--- src/rtl/pe_conf_tx.sv ---
// rtl/pe_conf_tx.sv - PE config word serializer with start/run/abort instruction control
module pe_conf_tx #(
    parameter int PCONFDWD = 6,
    parameter int CONFWD   = 73,
    parameter int NBEAT    = (CONFWD + PCONFDWD - 1) / PCONFDWD
) (
    input  logic                clk,
    input  logic                rst,
    input  logic                conf_valid,
    input  logic [CONFWD-1:0]   conf,
    output logic                conf_ready,
    input  logic                abort,
    input  logic                stall_in,
    output logic                pconf_dval,
    output logic [PCONFDWD-1:0] pconf_data,
    output logic                pconf_last,
    input  logic                pconf_rdy,
    output logic [3:0]          inst,
    input  logic [1:0]          status,
    output logic                busy
);

    localparam int SHW = NBEAT * PCONFDWD;
    localparam int CW  = (NBEAT > 1) ? $clog2(NBEAT) : 1;

    typedef enum logic [1:0] {S_IDLE, S_SEND, S_START, S_RUN} state_t;

    state_t          state_q, state_d;
    logic [SHW-1:0]  shreg_q, shreg_d;
    logic [CW-1:0]   cnt_q, cnt_d;
    logic            dval_q, dval_d;
    logic            last_q, last_d;
    logic [3:0]      inst_q, inst_d;
    logic            busy_q, busy_d;

    logic            start_d, stall_d, ireset_d, idval_d;
    logic            conf_end_unused;

    // confEnd is deliberately ignored; the beat counter alone decides the word end
    assign conf_end_unused = status[0];

    always_comb begin
        state_d  = state_q;
        shreg_d  = shreg_q;
        cnt_d    = cnt_q;
        dval_d   = dval_q;
        last_d   = last_q;
        start_d  = 1'b0;
        stall_d  = 1'b0;
        ireset_d = 1'b0;
        idval_d  = inst_q[0];

        case (state_q)
            S_IDLE: begin
                if (abort) begin
                    ireset_d = 1'b1;
                end else if (conf_valid) begin
                    shreg_d = {{(SHW-CONFWD){1'b0}}, conf};
                    cnt_d   = '0;
                    state_d = S_SEND;
                    dval_d  = 1'b1;
                    last_d  = (NBEAT == 1);
                end
            end
            S_SEND: begin
                if (pconf_rdy) begin
                    shreg_d = shreg_q >> PCONFDWD;
                    cnt_d   = cnt_q + CW'(1);
                    last_d  = (cnt_q == CW'(NBEAT - 2));
                    if (cnt_q == CW'(NBEAT - 1)) begin
                        state_d = S_START;
                        dval_d  = 1'b0;
                        last_d  = 1'b0;
                        cnt_d   = '0;
                        start_d = 1'b1;
                    end
                end
            end
            S_START: begin
                state_d = S_RUN;
                idval_d = 1'b1;
            end
            S_RUN: begin
                if (status[1]) begin
                    state_d = S_IDLE;
                    idval_d = 1'b0;
                end else begin
                    stall_d = stall_in;
                end
            end
            default: state_d = S_IDLE;
        endcase

        // abort overrides every in-flight event, including last-beat acceptance
        if (abort && (state_q != S_IDLE)) begin
            state_d  = S_IDLE;
            shreg_d  = '0;
            cnt_d    = '0;
            dval_d   = 1'b0;
            last_d   = 1'b0;
            start_d  = 1'b0;
            stall_d  = 1'b0;
            idval_d  = 1'b0;
            ireset_d = 1'b1;
        end

        inst_d = {start_d, stall_d, ireset_d, idval_d};
        busy_d = (state_d != S_IDLE);
    end

    always_ff @(posedge clk) begin
        if (rst) begin
            state_q <= S_IDLE;
            shreg_q <= '0;
            cnt_q   <= '0;
            dval_q  <= 1'b0;
            last_q  <= 1'b0;
            inst_q  <= 4'b0010;
            busy_q  <= 1'b0;
        end else begin
            state_q <= state_d;
            shreg_q <= shreg_d;
            cnt_q   <= cnt_d;
            dval_q  <= dval_d;
            last_q  <= last_d;
            inst_q  <= inst_d;
            busy_q  <= busy_d;
        end
    end

    assign conf_ready = (state_q == S_IDLE);
    assign pconf_dval = dval_q;
    assign pconf_data = shreg_q[PCONFDWD-1:0];
    assign pconf_last = last_q;
    assign inst       = inst_q;
    assign busy       = busy_q;

endmodule

--- config.mk ---
export PLATFORM = sky130hd
export DESIGN_NAME = pe_conf_tx
export DESIGN_NICKNAME = d
export VERILOG_FILES = /design/src/rtl/pe_conf_tx.sv
export SDC_FILE = /design/constraint.sdc
export NUM_CORES = 1
export LEC_CHECK = 0
export BUFFER_PORTS_ARGS = -buffer_cell sky130_fd_sc_hd__buf_2
export CORE_MARGIN = 2
export CORE_UTILIZATION = 50
export CTS_CLUSTER_DIAMETER = 40
export DETAILED_ROUTE_END_ITERATION = 7
export PLACE_DENSITY = 0.75
export SYNTH_ARGS = -nofsm -noshare
export SYNTH_HDL_FRONTEND = slang
export SYNTH_SLANG_ARGS = --single-unit
export TNS_END_PERCENT = 10
--- constraint.sdc ---
create_clock -name clk -period 1.65 [get_ports clk]
set_input_delay 0 -clock clk [delete_from_list [all_inputs] [get_ports clk]]
set_output_delay 0 -clock clk [all_outputs]
set_load 0.01 [all_outputs]
# Word level (Yosys, flattened, before mapping)
# Cells that the tools add are included.
# op_classes
n_reduce_logical	12
bitwise_logic	3
n_lt_le_gt_ge	0
div_mod_pow	0
mux	31
shifts	0
add_sub_neg	1
eq_ne	10
mul	0
# op_table
op	n
78-bit 2-to-1 mux	3
78-bit one-hot mux with 2 select lines	1
4-bit 2-to-1 mux	4
1-bit 2-to-1 mux	12
2-bit 2-to-1 mux	6
2-bit != test, second input constant	5
4-bit equality test, second input constant	2
2-bit one-hot mux with 4 select lines	1
4-bit one-hot mux with 2 select lines	1
2-bit nonzero test	4
4-bit OR reduction	2
1-bit one-hot mux with 2 select lines	3
5-bit AND reduction	1
4-bit by 1-bit adder with 4-bit output, second input constant	1
2-bit equality test, second input constant	2
4-bit AND reduction	1
1-bit NOT	3
2-bit by 1-bit equality test with 1-bit output, second input constant	1
2-bit logical NOT	1
2-bit AND reduction	1
2-bit OR reduction	1
1-bit logical AND	1
# word_totals
inputBits	81
latch_bits	0
ram_bits	0
rom_bits	0
memories	0
out_inout_bits	14
ff_bits	91
wordCells	67

# Depth between registers and ports, before layout
# Gate-level depths: netlist of the first run.
# logic_depth
ltp_word	6
depth_mapped	6

# Least setup slack after synthesis of the first run
# Ideal clock, no wire load.
# synth_path
path_kind	reg-to-reg
startpoint	reg state_q[0]
endpoint	reg shreg_q[27]
required_ps	1519
arrival_time_ps	1312
setup_ps	131
n_path_buf	2
path_slack_ps	207
stages_incl_launch_ff	6
path_cell_list	dfxtp_1 or4b_4 nand2_2 buf_6 buf_6 a311oi_2
# synth_via
elab_chain_len	3
# synth_rtl
element	line	rtl
start: declaration	28	state_t state_q, state_d;
start signal: assignment	121	state_q <= state_d;
2-bit by 1-bit equality test with 1-bit output (tied with other cells)	53	case (state_q)
2-bit != test (no source line) (tied with other cells)	-	
4-bit AND reduction (no source line) or 2-bit OR reduction (tied branches)	-	
end signal: assignment	122	shreg_q <= shreg_d;
end: declaration	29	logic [SHW-1:0] shreg_q, shreg_d;
# Several ways; a longest one is shown, not always the timed one.
# A chain may end at the register's enable or synchronous reset.

# Worst setup path in the final report of the first run
# layout_path
startpoint	reg state_q[0]
endpoint	reg shreg_q[13]
# The elaborated chain is that of the path after synthesis.

==> summary.md, run 1 <==
| Metric | Value |
|---|---|
| Synthesis-stage register bit count | `86` |
| Layout cell share with drive strength beyond 1 | `24.92%` |
| Crit. End Element | `flop` |
| HP Class | `input pin to flop` |
| Synthesized area | `~4000 sq um` |
| Worst Setup Start Kind | `flop` |
| Final nets | `705` |
| Number of library cell types mapped by synthesis | `30` |
| Period Utilization, post-route | `96.65%` |
| Largest net degree at the start of global routing | `68` |
| Total power | `5.046 mW` |
| Slew Viols, Final | `0` |
| Pwr/cell area | `894.6 nW/um^2` |
| Area Overhead vs Synth | `40.52%` |
| H-tree depth | `3` |
| Worst slew pin tran | `0.2930 ns` |
| Reg area | `1723 sq um` |
| Syn Area/Cell | `around 8.4 sq um` |
| Synth Instances | `roughly 480` |
| Rows | `32` |
| Yosys Warn Count | `0` |
| Reg clk slew, reported paths | `~0.080 ns` |
| Worst endpoint required time | `1.90 ns` |
| GR Overflow Total | `0` |
| Worst-Skew Late Latency | `about 0.34 ns` |
| First-pass GRT wire length | `18460 microns` |
| I/O Buffers | `93` |
| VDD IR max | `0.6947 mV` |
| Crit path max fanout | `just over 40` |
| Core footprint | `7767 sq um` |
| Fmax | `627.1 MHz` |
| I/O pin cnt | `between 90 and 100` |
| Fill cells | `approximately 590` |
| Worst setup margin | `between 0.05 and 0.06 ns` |
| Num CTS Buffers | `9` |
| CTS max path bufs | `2` |
| Routed WL | `~11000 microns` |
| Area of the die | `8760 sq um` |
| Post-DR wirelength/cell | `15.68 microns` |
| Vias | `4070` |
| Root buffer cell | `clkbuf_8` |
| DRT Pass-1 Iters | `5` |
| Synth Net Count | `560` |
| Tmin final | `1.595 ns` |
| Post-Place Worst Slack | `roughly 0.019 ns` |
| Worst EP arrival | `1.84 ns` |
| Tot GR Track Use | `26.25%` |
| Drt drc | `0` |
| Vias in the first global route | `around 4000` |
| Status | `completed` |
| Initial DRC count | `269` |
| WS Path Type | `flop to flop` |
| Starting Density | `51.68%` |
| Final antenna-violating net count | `0` |
| Clock sink count | `86` |
| Area of the multi-input gates | `1969 sq um` |
| Final Skew | `0.006513 ns` |
| Post-synthesis sequential area ratio | `42.89%` |
| Slew HR | `about four fifths` |
| Die Y | `93.60 microns` |
| Dpl hpwl | `6271 microns` |
| Max Cap Violations | `0` |
| Via density per instance | `5.583` |
| Leakage | `2.214 nW` |
| CTS tree | `yes` |
| Final Hold Viols | `0` |
| Final setup violation count | `0` |
| Initial antenna violation count | `0` |
| Die width | `~94 microns` |
| Placer Congestion | `0.7528` |
==> placed cells by master, fill, tap and decap left out, types with 2 or more instances in the layout <==
master and count:
a311oi_2 20, inv_1 3, dlygate4sd3_1 78, a21oi_1 12, bufinv_16 4, o2111ai_1 2
nor2b_1 3, clkbuf_8 9, a311oi_1 50, buf_4 7, nor2_1 4, buf_12 11
buf_2 93, dfxtp_1 85, nand3_1 12, ha_1 2, nand3b_1 2, nor3_1 69
nand2_1 142, clkbuf_1 2
==> through the flow <==
step	utilization, %	setup TNS, ns	std cells	hold slack, ns	cell area (sq um)
2_1_floorplan	-	0	477	0.1244	4014
3_3_place_gp	58.71	0	632	0.2293	4561
3_5_place_dp	58.71	0	632	0.2405	4561
4_1_cts	72.00	0	725	0.06365	5593
5_1_grt	72.58	-0.2373	728	0.1066	5638
6_report	72.62	0	729	0.07935	5640
==> cell families after synthesis <==
logic type | Yosys count | share of synthesized area (%)
AOI/OAI and AO/OA | 89 | 21.29
adders and majority gates | 2 | 0.6233
buffers and inverters | 60 | 8.790
DFF | 86 | 42.89
and+or+nand+nor | 240 | 26.40
==> per-layer routing <==
layer	vias to the layer above	share of wire (%)	GRT usage, %	wire length, microns
li1	2006	-	-	-
met1	1888	41	31.63	4659
met2	153	52	46.40	5930
met3	23	5.3	6.446	610
met4	0	2.0	7.488	229
met5	-	0	0	0
==> final cells by class <==
cell class | instances | share of cell area [%]
Antenna cell | 1 | 0.04437
Sequential cell | 86 | 30.55
Timing Repair Buffer | 191 | 27.57
Clock buffer | 11 | 2.329
Clock inverter | 4 | 2.130
Inverter | 3 | 0.1996
Tap cell | 102 | 2.263
Multi-Input combinational cell | 331 | 34.92
==> registers in the layout, summed over array words and instances (netlist names) <==
signal / count
pconf_last: 1
pconf_dval: 1
busy: 1
cnt_q: 4
shreg_q: 73
inst: 4
state_q: 2
==> power breakdown <==
group | switching [mW] | leakage [nW] | internal, mW
clock | 0.695 | 0.124 | 1.15
combinational | 0.436 | 1.38 | 0.462
sequential | 0.0776 | 0.707 | 2.22
total | 1.21 | 2.21 | 3.84
==> worst max-delay path, cell delays in order (launching register included) <==
cell      delay [ns]
dfxtp_1         0.34
buf_4           0.18
nor4b_4         0.23
buf_4           0.19
buf_12          0.21
nor3_1          0.07
a311oi_1        0.27
==> synth_stat cells <==
| library cell | count | share of area, % |
|---|---|---|
| clkbuf_1 | 7 | 0.65 |
| nand2_1 | 142 | 13 |
| buf_4 | 14 | 2.6 |
| or2b_1 | 1 | 0.19 |
| o21bai_1 | 1 | 0.19 |
| o21ba_2 | 1 | 0.25 |
| o21ai_0 | 1 | 0.12 |
| nor4b_2 | 1 | 0.37 |
| dfxtp_1 | 86 | 43 |
| nand3b_1 | 2 | 0.37 |
| or2_2 | 1 | 0.16 |
| buf_1 | 1 | 0.093 |
| nand3_1 | 12 | 1.5 |
| nand2_2 | 1 | 0.16 |
| inv_1 | 3 | 0.28 |
| nor2b_1 | 4 | 0.62 |
| and3b_1 | 1 | 0.22 |
| nor3_1 | 69 | 8.6 |
| a41oi_1 | 1 | 0.22 |
| o2111ai_1 | 2 | 0.44 |
| a311oi_1 | 50 | 11 |
| buf_6 | 5 | 1.4 |
| a311oi_2 | 20 | 7.5 |
| nand4b_1 | 1 | 0.22 |
| nor2_1 | 4 | 0.37 |
| ha_1 | 2 | 0.62 |
| a21boi_0 | 1 | 0.19 |
| buf_2 | 30 | 3.7 |
| a21oi_1 | 12 | 1.5 |
| or4b_4 | 1 | 0.34 |
==> worst paths after layout <==
kind                       startpoint                        to  slack [ns]  depth (start not counted)
min reg2reg  shreg_q[71]$_SDFFE_PP0P_  shreg_q[71]$_SDFFE_PP0P_        0.47                          2
max reg2reg     state_q[0]$_SDFF_PP0_  shreg_q[13]$_SDFFE_PP0P_        0.06                          6
max             state_q[0]$_SDFF_PP0_  shreg_q[13]$_SDFFE_PP0P_        0.06                          6
min                         pconf_rdy     cnt_q[0]$_SDFFE_PP0P_        0.08                          3
==> timing repair <==
item / CTS / global route
hold buffers: 78 / 0
hold endpoints to repair: 77 / 0
buffers inserted: 0 / 2
endpoints found under the setup margin: 0 / 69
resized for setup: 0 / 2
No activity file was read; power rests on OpenSTA's default activity.
==> inputs of run 2 (changes only) <==
--- a/config.mk
+++ b/config.mk
@@ -6,11 +6,13 @@
 export NUM_CORES = 1
 export LEC_CHECK = 0
 export BUFFER_PORTS_ARGS = -buffer_cell sky130_fd_sc_hd__buf_2
+export CELL_PAD_IN_SITES_DETAIL_PLACEMENT = 1
+export CELL_PAD_IN_SITES_GLOBAL_PLACEMENT = 1
 export CORE_MARGIN = 2
-export CORE_UTILIZATION = 50
+export CORE_UTILIZATION = 39
 export CTS_CLUSTER_DIAMETER = 40
 export DETAILED_ROUTE_END_ITERATION = 7
-export PLACE_DENSITY = 0.75
+export PLACE_DENSITY_LB_ADDON = 0.1
 export SYNTH_ARGS = -nofsm -noshare
 export SYNTH_HDL_FRONTEND = slang
 export SYNTH_SLANG_ARGS = --single-unit
==> constraint.sdc (replaced) <==
create_clock -name clk -period 1.8 [get_ports clk]
set_input_delay 0 -clock clk [delete_from_list [all_inputs] [get_ports clk]]
set_output_delay 0 -clock clk [all_outputs]
set_load 0.01 [all_outputs]
==> run 2 against run 1 <==
  * Wire length is 12% higher
  * Global-route usage is 2.8 points lower
  * Clock power fell by 26%
  * Largest power group unchanged
  * Clock skew increased by 0.0060 ns
  * Via count increased by 1.1%
==> summary.md, run 2 (synthesis gave the netlist of run 1 again) <==
| Metric | Value |
|---|---|
| Status | `completed` |
| Clock sink count | `86 (unchanged)` |
| Net Switching | `1.204 mW (-0.37%)` |
| Max Cap Violations | `0 (unchanged)` |
| Unrepaired setup endpoints after global routing | `false` |
| Routed WL | `12760 microns (+12%)` |
| Final nets | `699 (-0.85%)` |
| Post-DR wirelength/cell | `16.86 microns (+7.5%)` |
| Commonest cells after routing, fill and taps aside | `nand2_1, buf_2, dfxtp_1` |
| Placed Instance Area | `4538 sq um (-0.49%)` |
| Die width | `105.5 microns (+13%)` |
| R2R Setup Slk | `0.15 ns (+0.10 ns)` |
| Initial DRC count | `213 (-21%)` |
| Total power | `4.287 mW (-15%)` |
| VDD IR max | `0.3382 mV (-51%)` |
| Via density per instance | `5.436 (-2.6%)` |
| H-tree depth | `3 (unchanged)` |
| Vias | `4115 (+1.1%)` |
| Rows | `37 (+16%)` |
| CTS max path bufs | `2 (unchanged)` |
| Flop pwr share | `49.2% (+3.6 points)` |
| Dpl hpwl | `6952 microns (+11%)` |
| Core footprint | `10140 sq um (+31%)` |
| GR Overflow Total | `0 (unchanged)` |
| Switching Share | `28.09% (+4.1 points)` |
| Final instance area | `5499 sq um (-2.5%)` |
| Crit path max fanout | `40 (-2.4%)` |
| # Post-CTS Setup Buffers | `0 (unchanged)` |
| WS Path Type | `flop to flop` |
| Vias in the first global route | `4225 (+5.3%)` |
| Placer Congestion | `0.7472 (-0.74%)` |
| I/O pin cnt | `95 (unchanged)` |
| DRT Pass-1 Iters | `4 (-1)` |
| Drt drc | `0 (unchanged)` |
| Crit. End Element | `flop` |
| Worst Setup Start Kind | `flop` |
| Pwr/cell area | `779.6 nW/um^2 (-13%)` |
| Reg clk slew, reported paths | `0.09 ns (about the same)` |
| Antenna Cells | `0 (-1)` |
| First-pass GRT wire length | `21100 microns (+14%)` |
| Num CTS Buffers | `9 (unchanged)` |
| CTS tree | `yes` |
| Initial antenna violation count | `0 (unchanged)` |
| Final setup violation count | `0 (unchanged)` |
| Tot GR Track Use | `23.45% (-2.8 points)` |
| Area of the multi-input gates | `1969 sq um (unchanged)` |
| Final Hold Viols | `0 (unchanged)` |
| Internal | `3.083 mW (-20%)` |
| HP Class | `input pin to flop` |
| Most common cell after layout, fill and taps aside | `nand2_1` |
| Worst endpoint required time | `2.02 ns (+0.12 ns)` |
| Final antenna-violating net count | `0 (unchanged)` |
| Period Utilization, post-route | `91.39% (-5.3 points)` |
| Final TNS setup | `0 ns (unchanged)` |
| Area of the die | `11120 sq um (+27%)` |
| I/O Buffers | `93 (unchanged)` |
| Final Skew | `0.01250 ns (+0.005989 ns)` |
| Layout cell share with drive strength beyond 1 | `24.32% (-0.60 points)` |
| Slew Viols, Final | `0 (unchanged)` |
| Area Overhead vs Synth | `37.00%` |
| Final Core Density | `54.24% (-18 points)` |
| Slew HR | `76.57% (-3.8 points)` |
| Clock Power Share | `32.0% (-4.6 points)` |
| Leakage | `2.125 nW (-4.0%)` |
| Worst slew pin tran | `0.3514 ns (+0.05842 ns)` |
| Reg area | `1722 sq um (about the same)` |
| Largest net degree at the start of global routing | `76 (+12%)` |
| Max reg flops | `73 (unchanged)` |
| Worst EP arrival | `1.86 ns (+0.02 ns)` |
| Fmax | `607.9 MHz (-3.1%)` |
| Die Y | `105.5 microns (+13%)` |
| Combinational power share | `18.8% (+1.0 points)` |
| Worst hold margin | `0.02712 ns (-0.05223 ns)` |
| Worst-Skew Late Latency | `0.36 ns (+0.02 ns)` |
| Root buffer cell | `clkbuf_8` |
| Starting Density | `39.59% (-12 points)` |
| Tmin final | `1.645 ns (+0.05038 ns)` |
| Fill cells | `1216 (+110%)` |
| Biggest register | `shreg_q` |
[run 2: critical path, cell delays in order, from the launching register on]
cell and delay (ns):
dfxtp_1 0.39, or4b_4 0.57, nand2_2 0.13, buf_12 0.25, a311oi_1 0.14
[run 2: through the flow]
stage	worst slack (ns)	cells
6_report	0.1549	757
3_5_place_dp	0.1747	664
3_3_place_gp	0.2214	664
5_1_grt	0.03302	757
4_1_cts	0.1657	757
2_1_floorplan	0.3574	477
[run 2: path summary, 6_finish.rpt]
kind / startpoint / endpoint / depth (start not counted)
worst max-delay path: state_q[0]$_SDFF_PP0_ / shreg_q[9]$_SDFFE_PP0P_ / 4
worst min-delay path: abort / busy$_SDFF_PP0_ / 3
worst max register to register: state_q[0]$_SDFF_PP0_ / shreg_q[9]$_SDFFE_PP0P_ / 4
worst min register to register: pconf_last$_SDFFE_PP0P_ / pconf_last$_SDFFE_PP0P_ / 2
[run 2: power by group through the flow]
stage	logic, mW	registers (mW)	clock network (mW)
after CTS	0.798	2.11	1.40
after global placement	0.654	2.15	0
final	0.806	2.11	1.37
after floorplan	0.470	2.13	0
after global routing	0.883	2.13	1.49
after detailed placement	0.669	2.15	0
[run 2: layer usage]
layer	track usage (%)	routed length, microns	part of all wire (%)	vias up
met5	0	0	0	-
met4	7.429	210	1.6	0
met3	3.340	359	2.8	17
met2	41.52	6502	51	83
met1	29.24	5688	45	2021
li1	-	-	-	1994
[run 2: what timing repair did]
action | in CTS | in global routing
gates resized for setup | 0 | 0
endpoints found under the hold margin | 77 | 0
hold buffers | 77 | 0
[run 2: final cells by class]
class | instances | share of cell area [%]
clock buffers | 11 | 2.389
clock inverters | 5 | 1.069
inverters | 3 | 0.2048
multi-input cells | 331 | 35.81
flip-flops and latches | 86 | 31.31
well taps | 136 | 3.094
repair buffers | 185 | 26.12
==> inputs of run 3 (changes only) <==
--- a/config.mk
+++ b/config.mk
@@ -7,9 +7,9 @@
 export LEC_CHECK = 0
 export BUFFER_PORTS_ARGS = -buffer_cell sky130_fd_sc_hd__buf_2
 export CELL_PAD_IN_SITES_DETAIL_PLACEMENT = 1
-export CELL_PAD_IN_SITES_GLOBAL_PLACEMENT = 1
+export CELL_PAD_IN_SITES_GLOBAL_PLACEMENT = 2
 export CORE_MARGIN = 2
-export CORE_UTILIZATION = 39
+export CORE_UTILIZATION = 31
 export CTS_CLUSTER_DIAMETER = 40
 export DETAILED_ROUTE_END_ITERATION = 7
 export PLACE_DENSITY_LB_ADDON = 0.1
==> run 3 against run 2 <==
  * Flip-flop and latch count unchanged
  * Register-to-register slack about the same
  * Fmax down 0.78%
  * Non-clock buffer count up 2
  * Core utilization down 9.2 points
  * Worst hold slack worse by 0.0023 ns
  * Sequential power about the same
  * Die area up 25%
  * Critical path type unchanged
  * Count of clock-buffer cells in the layout up 2
==> summary.md, run 3 (synthesis gave the netlist of run 1 again) <==
| Metric | Value |
|---|---|
| Fill cells | `1539 (+27%)` |
| Clock Power Share | `38.6% (+6.6 points)` |
| DRT Pass-1 Iters | `4 (unchanged)` |
| Flop pwr share | `44.3% (-4.9 points)` |
| First-pass GRT wire length | `21450 microns (+1.6%)` |
| Clock sink count | `86 (unchanged)` |
| Leakage | `2.190 nW (+3.0%)` |
| Area of the multi-input gates | `1969 sq um (unchanged)` |
| Tot GR Track Use | `19.13% (-4.3 points)` |
| Worst Setup Start Kind | `flop` |
| Final nets | `701 (+0.29%)` |
| Commonest cells after routing, fill and taps aside | `nand2_1, buf_2, dfxtp_1` |
| CP Cell Sequence | `or4b_4, nand2_2, buf_12, a311oi_1` |
| Final TNS setup | `0 ns (unchanged)` |
| Final setup violation count | `0 (unchanged)` |
| Dpl hpwl | `7498 microns (+7.9%)` |
| Net Switching | `1.270 mW (+5.4%)` |
| Crit. End Element | `flop` |
| Biggest register | `shreg_q` |
| Post-DR wirelength/cell | `16.24 microns (-3.7%)` |
| CTS tree | `yes` |
| Placed Instance Area | `4616 sq um (+1.7%)` |
| Routed WL | `12910 microns (+1.2%)` |
| Crit path max fanout | `39 (-2.5%)` |
| Pwr/cell area | `837.4 nW/um^2 (+7.4%)` |
| Worst-Skew Late Latency | `0.35 ns (about the same)` |
| Initial DRC count | `218 (+2.3%)` |
| I/O pin cnt | `95 (unchanged)` |
| Worst endpoint required time | `2.01 ns (about the same)` |
| CTS max path bufs | `2 (unchanged)` |
| Worst EP arrival | `1.86 ns (about the same)` |
| # resized after CTS | `0 (unchanged)` |
| Starting Density | `31.81% (-7.8 points)` |
| Initial antenna violation count | `0 (unchanged)` |
| GR Overflow Total | `0 (unchanged)` |
| Internal | `3.491 mW (+13%)` |
| Switching Share | `26.67% (-1.4 points)` |
| Max Cap Violations | `0 (unchanged)` |
| Final Skew | `0.003955 ns (-0.008547 ns)` |
| Combinational power share | `17.1% (-1.7 points)` |
| Via density per instance | `5.097 (-6.2%)` |
| Final antenna-violating net count | `0 (unchanged)` |
| Tmin final | `1.658 ns (+0.01300 ns)` |
| Most common cell after layout, fill and taps aside | `nand2_1` |
| Area of the die | `13870 sq um (+25%)` |
| Fmax | `603.1 MHz (-0.78%)` |
| Worst path max stage delay | `0.57 ns (about the same)` |
| Vias in the first global route | `4284 (+1.4%)` |
| Slew HR | `75.46% (-1.1 points)` |
| # Post-CTS Setup Buffers | `0 (unchanged)` |
| Unrepaired setup endpoints after global routing | `false` |
| Antenna Cells | `0 (unchanged)` |
| Status | `completed` |
| Vias | `4052 (-1.5%)` |
| Reg area | `1722 sq um (unchanged)` |
| Placer Congestion | `0.7133 (-4.5%)` |
| VDD IR max | `0.5770 mV (+71%)` |
| HP Class | `input pin to flop` |
| Crit path max-delay cell type | `or4b_4` |
| Period Utilization, post-route | `92.12% (+0.72 points)` |
| Largest net degree at the start of global routing | `72 (-5.3%)` |
| Num CTS Buffers | `9 (unchanged)` |
| Drt drc | `0 (unchanged)` |
| Reg clk slew, reported paths | `0.06 ns (-0.03 ns)` |
| Final Hold Viols | `0 (unchanged)` |
| Layout cell share with drive strength beyond 1 | `24.56% (+0.24 points)` |
| Rows | `41 (+11%)` |
| I/O Buffers | `93 (unchanged)` |
| Slew Viols, Final | `0 (unchanged)` |
| Worst slew pin tran | `0.3666 ns (+0.01513 ns)` |
| Die Y | `117.8 microns (+12%)` |
| Final instance area | `5684 sq um (+3.4%)` |
| Root buffer cell | `clkbuf_16` |
| H-tree depth | `3 (unchanged)` |
| Die width | `117.8 microns (+12%)` |
| Area Overhead vs Synth | `41.61%` |
| Max reg flops | `73 (unchanged)` |
| Core footprint | `12620 sq um (+24%)` |
| WS Path Type | `flop to flop` |
-- run 3: power by group through the flow --
stage                     clock network (mW)  registers, mW  logic [mW]
after floorplan                            0           2.13       0.470
after global placement                     0           2.15       0.673
after detailed placement                   0           2.15       0.689
after CTS                               1.89           2.11       0.818
after global routing                    1.96           2.13       0.901
final                                   1.84           2.11       0.814
-- run 3: final cells by class --
class                   count  area share (%)
multi-input cells         331           34.65
flip-flops and latches     86           30.29
repair buffers            187           26.02
clock buffers              13           4.755
well taps                 172           3.786
clock inverters             3          0.3082
inverters                   3          0.1981
-- run 3: critical path, delay by kind of cell (launching register included) --
family	cells	cell delay, ns
AND/OR/NAND/NOR	2	0.70
flip-flops	1	0.38
AO/OA/AOI/OAI	1	0.16
buffers and inverters	1	0.26
-- run 3: what timing repair did --
| item | in CTS | in global routing |
|---|---|---|
| hold buffers | 78 | 0 |
| endpoints found under the setup margin | 0 | 0 |
| hold endpoints to repair | 77 | 0 |
-- run 3: final timing paths --
kind | startpoint | to | slack (ns) | cells past startpoint
worst max-delay path | state_q[0]$_SDFF_PP0_ | shreg_q[5]$_SDFFE_PP0P_ | 0.14 | 4
worst min-delay path | conf_valid | busy$_SDFF_PP0_ | 0.02 | 3
worst max register to register | state_q[0]$_SDFF_PP0_ | shreg_q[5]$_SDFFE_PP0P_ | 0.14 | 4
worst min register to register | shreg_q[67]$_SDFFE_PP0P_ | shreg_q[67]$_SDFFE_PP0P_ | 0.47 | 2
-- run 3: routing by layer --
layer | routed length [microns] | track usage, % | vias up | part of all wire (%)
li1 | - | - | 1993 | -
met1 | 5776 | 22.97 | 1957 | 45
met2 | 6520 | 33.76 | 84 | 51
met3 | 390 | 3.973 | 18 | 3.0
met4 | 222 | 6.627 | 0 | 1.7
met5 | 0 | 0 | - | 0
-- run 3: metrics by stage --
stage	std cells	hold slack [ns]	total power, mW	utilization, %	worst slack [ns]
floorplan	477	0.1244	2.604	-	0.3574
CTS	795	0.01548	4.817	45.04	0.1619
detailed placement	701	0.2405	2.842	36.58	0.1766
global placement	701	0.2387	2.821	36.58	0.2182
global route	795	0.06286	4.993	45.04	0.06753
finish	795	0.02487	4.760	45.04	0.1419
